<file path="config.mk">
export PLATFORM = sky130hd
export DESIGN_NAME = timer_arbiter
export DESIGN_NICKNAME = d
export VERILOG_FILES = /design/src/rtl/timer_arbiter.sv
export SDC_FILE = /design/constraint.sdc
export NUM_CORES = 1
export LEC_CHECK = 0
export CAP_MARGIN = 20
export CELL_PAD_IN_SITES_DETAIL_PLACEMENT = 1
export CELL_PAD_IN_SITES_GLOBAL_PLACEMENT = 1
export CORE_MARGIN = 2
export CORE_UTILIZATION = 26
export DETAILED_ROUTE_END_ITERATION = 8
export GPL_TIMING_DRIVEN = 1
export PLACE_DENSITY = 0.79
export SLEW_MARGIN = 15
export SYNTH_ARGS = -nofsm -noshare
export SYNTH_HDL_FRONTEND = slang
export SYNTH_SLANG_ARGS = --single-unit
</file>
<file path="constraint.sdc">
create_clock -name clk -period 1.63 [get_ports clk]
set_input_delay 0.326 -clock clk [delete_from_list [all_inputs] [get_ports clk]]
set_output_delay 0.326 -clock clk [all_outputs]
set_load 0.02 [all_outputs]
</file>
<file path="src/rtl/timer_arbiter.sv">
// rtl/timer_arbiter.sv - round-robin arbiter sharing one seconds timer among N_REQ requesters
//
// Ports:
//   clk            system clock, all state changes on the rising edge
//   reset          asynchronous active-low reset; release is synchronised internally
//   req_i          per-requester level request, held until that requester's done_o
//   req_seconds_i  packed 32-bit durations, slice k = bits [32k+31:32k]
//   grant_o        one-hot current owner of the timer, zero when idle
//   done_o         one-hot single-cycle completion pulse to the owner
//   busy_o         high whenever an owner holds the timer
//   timer_we_o     one-cycle start strobe to the timer
//   timer_wdata_o  duration written to the timer, held until the next grant
//   timer_done_i   timer completion level (registered, cleared by a start)
module timer_arbiter #(
  parameter int N_REQ = 4
) (
  input  logic                 clk,
  input  logic                 reset,
  input  logic [N_REQ-1:0]     req_i,
  input  logic [32*N_REQ-1:0]  req_seconds_i,
  output logic [N_REQ-1:0]     grant_o,
  output logic [N_REQ-1:0]     done_o,
  output logic                 busy_o,
  output logic                 timer_we_o,
  output logic [31:0]          timer_wdata_o,
  input  logic                 timer_done_i
);

  localparam int IDX_W = (N_REQ > 1) ? $clog2(N_REQ) : 1;
  localparam logic [IDX_W:0] N_WRAP = (IDX_W+1)'(N_REQ);

  typedef enum logic [1:0] {
    IDLE  = 2'd0,
    START = 2'd1,
    WAIT  = 2'd2,
    DONE  = 2'd3
  } state_t;

  state_t           state;
  state_t           state_nxt;
  logic [1:0]       rst_sync;
  logic             rst_n;
  logic [IDX_W-1:0] rr_ptr;
  logic [IDX_W-1:0] owner;
  logic [IDX_W-1:0] winner;
  logic [IDX_W:0]   probe;
  logic             found;
  logic [31:0]      win_seconds;
  logic [31:0]      seconds_q;
  logic             armed;
  logic             dropped;
  logic [N_REQ-1:0] owner_oh;

  // Reset asserts immediately but releases two edges later, so the first
  // state change can only happen on the third rising edge after release.
  always_ff @(posedge clk or negedge reset) begin
    if (!reset) begin
      rst_sync <= 2'b00;
    end else begin
      rst_sync <= {rst_sync[0], 1'b1};
    end
  end

  assign rst_n = rst_sync[1];

  // Round-robin search: first requester at or after rr_ptr, wrapping.
  always_comb begin
    winner = '0;
    found  = 1'b0;
    probe  = '0;
    for (int i = 0; i < N_REQ; i++) begin
      probe = {1'b0, rr_ptr} + (IDX_W+1)'(i);
      if (probe >= N_WRAP) begin
        probe = probe - N_WRAP;
      end
      if (!found && req_i[probe[IDX_W-1:0]]) begin
        found  = 1'b1;
        winner = probe[IDX_W-1:0];
      end
    end
  end

  always_comb begin
    win_seconds = '0;
    for (int k = 0; k < N_REQ; k++) begin
      if (winner == IDX_W'(k)) begin
        win_seconds = req_seconds_i[32*k +: 32];
      end
    end
  end

  // A completion only counts once the timer has been seen low after our
  // start; a level left high by a previous run must fall and rise again.
  always_comb begin
    state_nxt = state;
    case (state)
      IDLE:  if (found) state_nxt = START;
      START: state_nxt = (seconds_q == 32'd0) ? DONE : WAIT;
      WAIT: begin
        if (timer_done_i && armed) begin
          state_nxt = (dropped || !req_i[owner]) ? IDLE : DONE;
        end
      end
      DONE:    state_nxt = IDLE;
      default: state_nxt = IDLE;
    endcase
  end

  always_ff @(posedge clk or negedge rst_n) begin
    if (!rst_n) begin
      state     <= IDLE;
      rr_ptr    <= '0;
      owner     <= '0;
      seconds_q <= '0;
      armed     <= 1'b0;
      dropped   <= 1'b0;
    end else begin
      state <= state_nxt;
      if (state == IDLE && found) begin
        owner     <= winner;
        seconds_q <= win_seconds;
        rr_ptr    <= (winner == IDX_W'(N_REQ-1)) ? '0 : winner + IDX_W'(1);
        armed     <= 1'b0;
        dropped   <= 1'b0;
      end else begin
        if ((state == START || state == WAIT) && !timer_done_i) begin
          armed <= 1'b1;
        end
        // Withdrawal is sticky: the owner does not get done_o even if it
        // raises its request again before the timer finishes.
        if (state == WAIT && !req_i[owner]) begin
          dropped <= 1'b1;
        end
      end
    end
  end

  assign owner_oh      = N_REQ'(1) << owner;
  assign grant_o       = (state != IDLE) ? owner_oh : '0;
  assign done_o        = (state == DONE) ? owner_oh : '0;
  assign busy_o        = (state != IDLE);
  assign timer_we_o    = (state == START) && (seconds_q != 32'd0);
  assign timer_wdata_o = seconds_q;

endmodule

</file>
==> results of run 1 <==
==> metrics by stage <==
stage / power (mW) / utilization (%) / setup WS, ns / setup TNS [ns]
after floorplan: 5.67 / - / -0.472 / -14.55
after global placement: 8.95 / 48.9 / -1.21 / -34.23
after detailed placement: 9.25 / 48.9 / -1.21 / -36.89
after CTS: 11.3 / 54.1 / -0.535 / -15.50
after global routing: 13.1 / 57.8 / -0.641 / -20.36
final: 12.2 / 57.8 / -0.556 / -15.82
==> layout make-up <==
cell class,instances,area (um^2)
Clock buffer,7,143
Timing Repair Buffer,274,2780
Sequential cell,42,1050
Fill cell,1317,4770
Tap cell,143,179
Multi-Input combinational cell,295,2230
Inverter,39,151
==> worst max-delay path, delay by kind of cell (launching register included) <==
kind	cells	cell delay, ns
adders and majority gates	1	0.24
buffers and inverters	2	0.24
and+or+nand+nor	3	0.38
DFF	1	0.46
AOI/OAI and AO/OA	4	0.73
==> worst max path at each step <==
stage                        end  slack (ns)       from
2_1_floorplan  timer_wdata_o[11]       -0.47   req_i[0]
3_3_place_gp   timer_wdata_o[31]       -1.21   req_i[0]
6_report       timer_wdata_o[31]       -0.56  rr_ptr[1]
4_1_cts        timer_wdata_o[24]       -0.54  rr_ptr[0]
3_5_place_dp   timer_wdata_o[31]       -1.21   req_i[1]
5_1_grt        timer_wdata_o[22]       -0.64  rr_ptr[0]
==> cell families after synthesis <==
family	Yosys count	synth area share (%)
and+or+nand+nor	141	21.2
buffers and inverters	71	10.2
DFF	42	35.1
other	1	0.125
AOI/OAI and AO/OA	140	28.3
muxes	4	1.38
adders and majority gates	9	3.76
==> power by group through the flow <==
stage               clock network [mW]  registers (mW)  logic, mW
floorplan                            0            2.46       3.21
global placement                     0            1.93       7.02
detailed placement                   0            1.97       7.28
CTS                               1.04            1.98       8.25
global route                      1.08            2.15       9.87
finish                            1.01            2.07       9.16
==> cells in the mapped netlist (2+ instances only) <==
library cell / instances
a221oi_1: 31
clkbuf_1: 10
inv_1: 39
nand2b_1: 2
and3b_1: 2
nor2_1: 68
nor4_1: 9
and3_1: 2
nand4_1: 4
nor3_1: 2
clkbuf_4: 2
buf_2: 7
a21oi_1: 65
mux2i_1: 3
ha_1: 9
buf_1: 10
o21a_1: 2
dfrtp_1: 42
buf_6: 3
nand3b_1: 2
nor3b_1: 4
o21ai_0: 35
nand2_1: 40
==> metal layers <==
| layer | up-vias | wire [um] | global-route usage, % | share of wire (%) |
|---|---|---|---|---|
| met4 | 0 | 347 | 6.83 | 2.3 |
| met1 | 1963 | 5750 | 25.7 | 38 |
| met3 | 24 | 925 | 5.23 | 6.2 |
| li1 | 1921 | - | - | - |
| met2 | 159 | 7960 | 42.8 | 53 |
| met5 | - | 0 | 0 | 0 |
==> sequential cells by signal (all words and copies together), names as in the netlist <==
name,cells
armed,1
state,2
timer_wdata_o,32
rr_ptr,2
dropped,1
rst_sync,2
owner,2
==> repair_timing <==
action / CTS / global route
setup endpoints to repair: 77 / 45
pin swaps: 24 / 52
hold endpoints to repair: 0 / 0
cloned: 4 / 3
resized for setup: 167 / 88
setup buffers: 14 / 7
hold buffers: 0 / 0
==> flow_metrics.env, run 1 <==
export IMPL_clock_skew_ns=0.00475
export IMPL_yosysSeqAreaShare_pct=35.1
export IMPL_placed_cells=770
export IMPL_p_sw_mw=5.57
export IMPL_synth_nets=552
export IMPL_synth_area_leader_cell="dfrtp_1"
export IMPL_synth_area_leaders="dfrtp_1, a21oi_1, a221oi_1"
export IMPL_dp_hpwl_um=10300
export IMPL_cts_root_buf="clkbuf_16"
export IMPL_ir_drop_mv=0.749
export IMPL_cts_buffer_depth=2
export IMPL_drive_above_1_share_pct=33.6
export IMPL_layout_nets=801
export IMPL_ys_flop_type="dfrtp_1"
export IMPL_die_width_um=111
export IMPL_chipHeight_um=111
export IMPL_maxCapViolations=0
export IMPL_numCtsBuffers=5
export IMPL_finalHoldViolations=0
export IMPL_core_mm2=0.0113
export IMPL_rsz0062_at_grt="true"
export IMPL_viasPerCell=5.08
export IMPL_power_density_mw_per_mm2=1870
export IMPL_cp_max_fo=8
export IMPL_placed_cell_area_mm2=0.00554
export IMPL_final_common_cell="clkdlybuf4s50_1"
export IMPL_rrSetupSlack_ns=-0.56
export IMPL_p_clk_share_pct=8.2
export IMPL_gp_congestion=0.827
export IMPL_overflow=0
export IMPL_p_seq_share_pct=16.9
export IMPL_hp_class="in -> async"
export IMPL_avgSynthCellArea_um2=7.35
export IMPL_grt_max_degree=35
export IMPL_htree_levels=2
export IMPL_yosysWarningCount=0
export IMPL_cts_tree="yes"
export IMPL_drtIter0Drc=144
export IMPL_path_cells="nand2b_1, a21o_1, nand4_1, inv_2, ha_4, buf_12, a21oi_4, o21ai_2, a221oi_2, nor2_1"
export IMPL_grtUsageTotal_pct=22.8
export IMPL_first_pass_iters=4
export IMPL_grt_pass1_wl_um=22700
export IMPL_start_util_pct=26.5
export IMPL_placementRows=39
export IMPL_ios=177
export IMPL_layout_min_cycle_time_ns=2.19
export IMPL_crit_arrival_ns=2.35
export IMPL_cts_sinks=42
export IMPL_combPwrFrac_pct=74.9
export IMPL_syn_area_mm2=0.00300
export IMPL_start_kind="flip-flop"
export IMPL_detail_route_wl_per_cell_um=18.7
export IMPL_cp_slowest_cell="dfrtp_2"
export IMPL_wl_um=15000
export IMPL_clk_pin_slew_ns=0.06
export IMPL_violations="negative setup slack"
export IMPL_ys_types=38
export IMPL_power_leakage_nw=2.77
export IMPL_dieArea_mm2=0.0124
export IMPL_hold_ws_ns=0.211
export IMPL_final_cell_area_mm2=0.00655
export IMPL_period_share_pct=134
export IMPL_ys_seq_elements=42
export IMPL_crit_required_ns=1.79
export IMPL_n_antenna_cell=0
export IMPL_drc=0
export IMPL_r2r_start="rr_ptr[1]"
export IMPL_synth_top_cell_area_share_pct=35.1
export IMPL_rr_worst_depth=10
export IMPL_cpPeakStageDelay_ns=0.46
export IMPL_layout_cells_non_filler=800
export IMPL_synth_edff_count=0
export IMPL_setup_slack_ns=-0.556
export IMPL_final_cell_mix="clkdlybuf4s50_1, buf_4, nor2_1, nand2_1"
export IMPL_ys_async_sr_fraction_pct=100
export IMPL_slew_viol_final=0
export IMPL_setup_violations=42
export IMPL_r2r_end="timer_wdata_o[31]"
export IMPL_swShare_pct=45.5
export IMPL_antenna_found_initial=0
export IMPL_vias=4067
export IMPL_port_buffers=176
export IMPL_fmax_mhz=457
export IMPL_status="finished, violations left"
export IMPL_antenna_left=0
export IMPL_clk_latency_ns=0.28
export IMPL_endpoint_kind="flip-flop"
export IMPL_syn_instance_count=408
export IMPL_area_growth_pct=118
export IMPL_p_int_mw=6.67
export IMPL_crit_type="reg -> reg"
export IMPL_grt_pass1_vias=4355
Power figures use the tool's default switching activity.
==> run 2, diff against run 1 <==
--- a/config.mk
+++ b/config.mk
@@ -5,14 +5,13 @@
 export SDC_FILE = /design/constraint.sdc
 export NUM_CORES = 1
 export LEC_CHECK = 0
-export CAP_MARGIN = 20
 export CELL_PAD_IN_SITES_DETAIL_PLACEMENT = 1
 export CELL_PAD_IN_SITES_GLOBAL_PLACEMENT = 1
 export CORE_MARGIN = 2
 export CORE_UTILIZATION = 26
 export DETAILED_ROUTE_END_ITERATION = 8
 export GPL_TIMING_DRIVEN = 1
-export PLACE_DENSITY = 0.79
+export PLACE_DENSITY_LB_ADDON = 0.1
 export SLEW_MARGIN = 15
 export SYNTH_ARGS = -nofsm -noshare
 export SYNTH_HDL_FRONTEND = slang
==> flow_metrics.env, run 2 (synthesis gave the netlist of run 1 again) <==
export IMPL_viasPerCell=5.06
export IMPL_cp_max_fo=6
export IMPL_cp_slowest_cell="dfrtp_2"
export IMPL_dp_hpwl_um=9940
export IMPL_die_width_um=111
export IMPL_p_seq_share_pct=16.5
export IMPL_swShare_pct=44.8
export IMPL_crit_type="reg -> reg"
export IMPL_drc=0
export IMPL_maxCapViolations=0
export IMPL_area_growth_pct=122
export IMPL_numCtsBuffers=5
export IMPL_largest_reg_flops=32
export IMPL_setup_violations=37
export IMPL_status="finished, violations left"
export IMPL_overflow=0
export IMPL_p_int_mw=6.92
export IMPL_drtIter0Drc=114
export IMPL_detail_route_wl_per_cell_um=18.9
export IMPL_ios=177
export IMPL_crit_arrival_ns=2.29
export IMPL_hp_class="in -> async"
export IMPL_violations="negative setup slack"
export IMPL_grt_pass1_vias=4336
export IMPL_fmax_mhz=470
export IMPL_power_density_mw_per_mm2=1880
export IMPL_antenna_left=0
export IMPL_hold_ws_ns=0.201
export IMPL_clock_skew_ns=0.00645
export IMPL_port_buffers=176
export IMPL_cpPeakStageDelay_ns=0.46
export IMPL_gp_congestion=0.817
export IMPL_p_clk_share_pct=9.5
export IMPL_slew_viol_final=0
export IMPL_cts_root_buf="clkbuf_16"
export IMPL_cts_tree="yes"
export IMPL_hold_buffers=0
export IMPL_worstSetupStartpoint="rr_ptr[1]"
export IMPL_clk_pin_slew_ns=0.06
export IMPL_vias=4061
export IMPL_tightest_slew_ns=0.526
export IMPL_place_ws_ns=-1.05
export IMPL_antenna_found_initial=0
export IMPL_first_pass_iters=4
export IMPL_htree_levels=2
export IMPL_cts_buffer_depth=2
export IMPL_final_common_cell="clkdlybuf4s50_1"
export IMPL_worstSetupEndpoint="timer_wdata_o[23]"
export IMPL_path_cells="nand2b_4, a21o_1, nand4_1, inv_2, ha_4, buf_4, buf_8, a21oi_2, o21ai_1, a221oi_2, nor2_1"
export IMPL_layout_nets=804
export IMPL_r2r_end="timer_wdata_o[23]"
export IMPL_chipHeight_um=111
export IMPL_rrSetupSlack_ns=-0.50
export IMPL_crit_required_ns=1.80
export IMPL_start_util_pct=26.5
export IMPL_ir_drop_mv=0.919
export IMPL_combPwrFrac_pct=74.0
export IMPL_start_kind="flip-flop"
export IMPL_relSlewSlack_pct=64.9
export IMPL_power_leakage_nw=2.82
export IMPL_core_mm2=0.0113
export IMPL_period_share_pct=130
export IMPL_rr_worst_depth=11
export IMPL_final_cell_mix="clkdlybuf4s50_1, nor2_1, buf_4, nand2_1, dfrtp_1"
export IMPL_p_sw_mw=5.61
export IMPL_layout_min_cycle_time_ns=2.13
export IMPL_clk_latency_ns=0.29
export IMPL_finalHoldViolations=0
export IMPL_rsz0062_at_grt="true"
export IMPL_grtUsageTotal_pct=23.2
export IMPL_n_antenna_cell=0
export IMPL_endpoint_kind="flip-flop"
export IMPL_cts_sinks=42
export IMPL_drive_above_1_share_pct=35.2
export IMPL_placementRows=39
export IMPL_r2r_start="rr_ptr[1]"
export IMPL_dieArea_mm2=0.0124
export IMPL_grt_max_degree=22
export IMPL_grt_pass1_wl_um=23000
export IMPL_setup_slack_ns=-0.496
export IMPL_wl_um=15200
run 2: cell count changes in the layout (fill, tap and decap cells not counted), sizes merged:
| cell | change |
|---|---|
| buf | +2 |
| bufinv | +1 |
| clkbuf | +2 |
| clkdlybuf4s15 | -2 |
run 2: power by group through the flow:
stage | registers, mW | logic [mW] | clock network [mW]
2_1_floorplan | 2.46 | 3.21 | 0
3_3_place_gp | 1.94 | 7.09 | 0
3_5_place_dp | 1.97 | 7.29 | 0
4_1_cts | 2.01 | 8.41 | 1.21
5_1_grt | 2.13 | 9.94 | 1.26
6_report | 2.07 | 9.28 | 1.19
run 2: area by class of cell:
cell class                      count  area (um^2)
Clock inverter                      1         30.0
Multi-Input combinational cell    295         2250
Sequential cell                    42         1050
Timing Repair Buffer              277         2860
Clock buffer                        6          139
Fill cell                        1292         4660
Tap cell                          143          179
Inverter                           39          149
run 2: critical path: cells and delay by family, from the launching register on:
kind	cells	cell delay, ns
compound gates	4	0.59
fa+ha+maj	1	0.21
buf+inv	3	0.36
flops	1	0.46
simple gates	3	0.38
run 2: timing repair:
action,CTS,global route
endpoints found under the setup margin,82,46
setup buffers,10,6
pin swaps,42,39
cloned,5,4
gates resized for setup,189,80
run 2: metrics by stage:
step	util (%)	setup TNS (ns)	total power [mW]	area, um^2	instances
floorplan	-	-14.55	5.67	3080	408
global placement	49.2	-34.05	9.03	5570	774
detailed placement	49.2	-36.24	9.26	5570	774
CTS	55.3	-16.15	11.6	6260	796
global route	58.9	-18.30	13.3	6660	803
finish	58.9	-14.47	12.5	6660	803
run 2: worst min path at each step:
| stage | to | slack [ns] | from |
|---|---|---|---|
| 3_5_place_dp | timer_wdata_o[20] | 0.25 | rst_sync[1] |
| 5_1_grt | rst_sync[0] | 0.20 | reset |
| 2_1_floorplan | rst_sync[0] | 0.03 | reset |
| 3_3_place_gp | timer_wdata_o[20] | 0.25 | rst_sync[1] |
| 4_1_cts | rst_sync[0] | 0.20 | reset |
| 6_report | rst_sync[0] | 0.20 | reset |
run 2: per-layer routing:
layer	part of all wire [%]	routed length, um	GRT usage, %	vias up
li1	-	-	-	1928
met1	42	6390	28.3	1968
met2	50	7560	41.1	139
met3	5.7	858	5.39	26
met4	2.4	363	6.50	0
met5	0	0	0	-
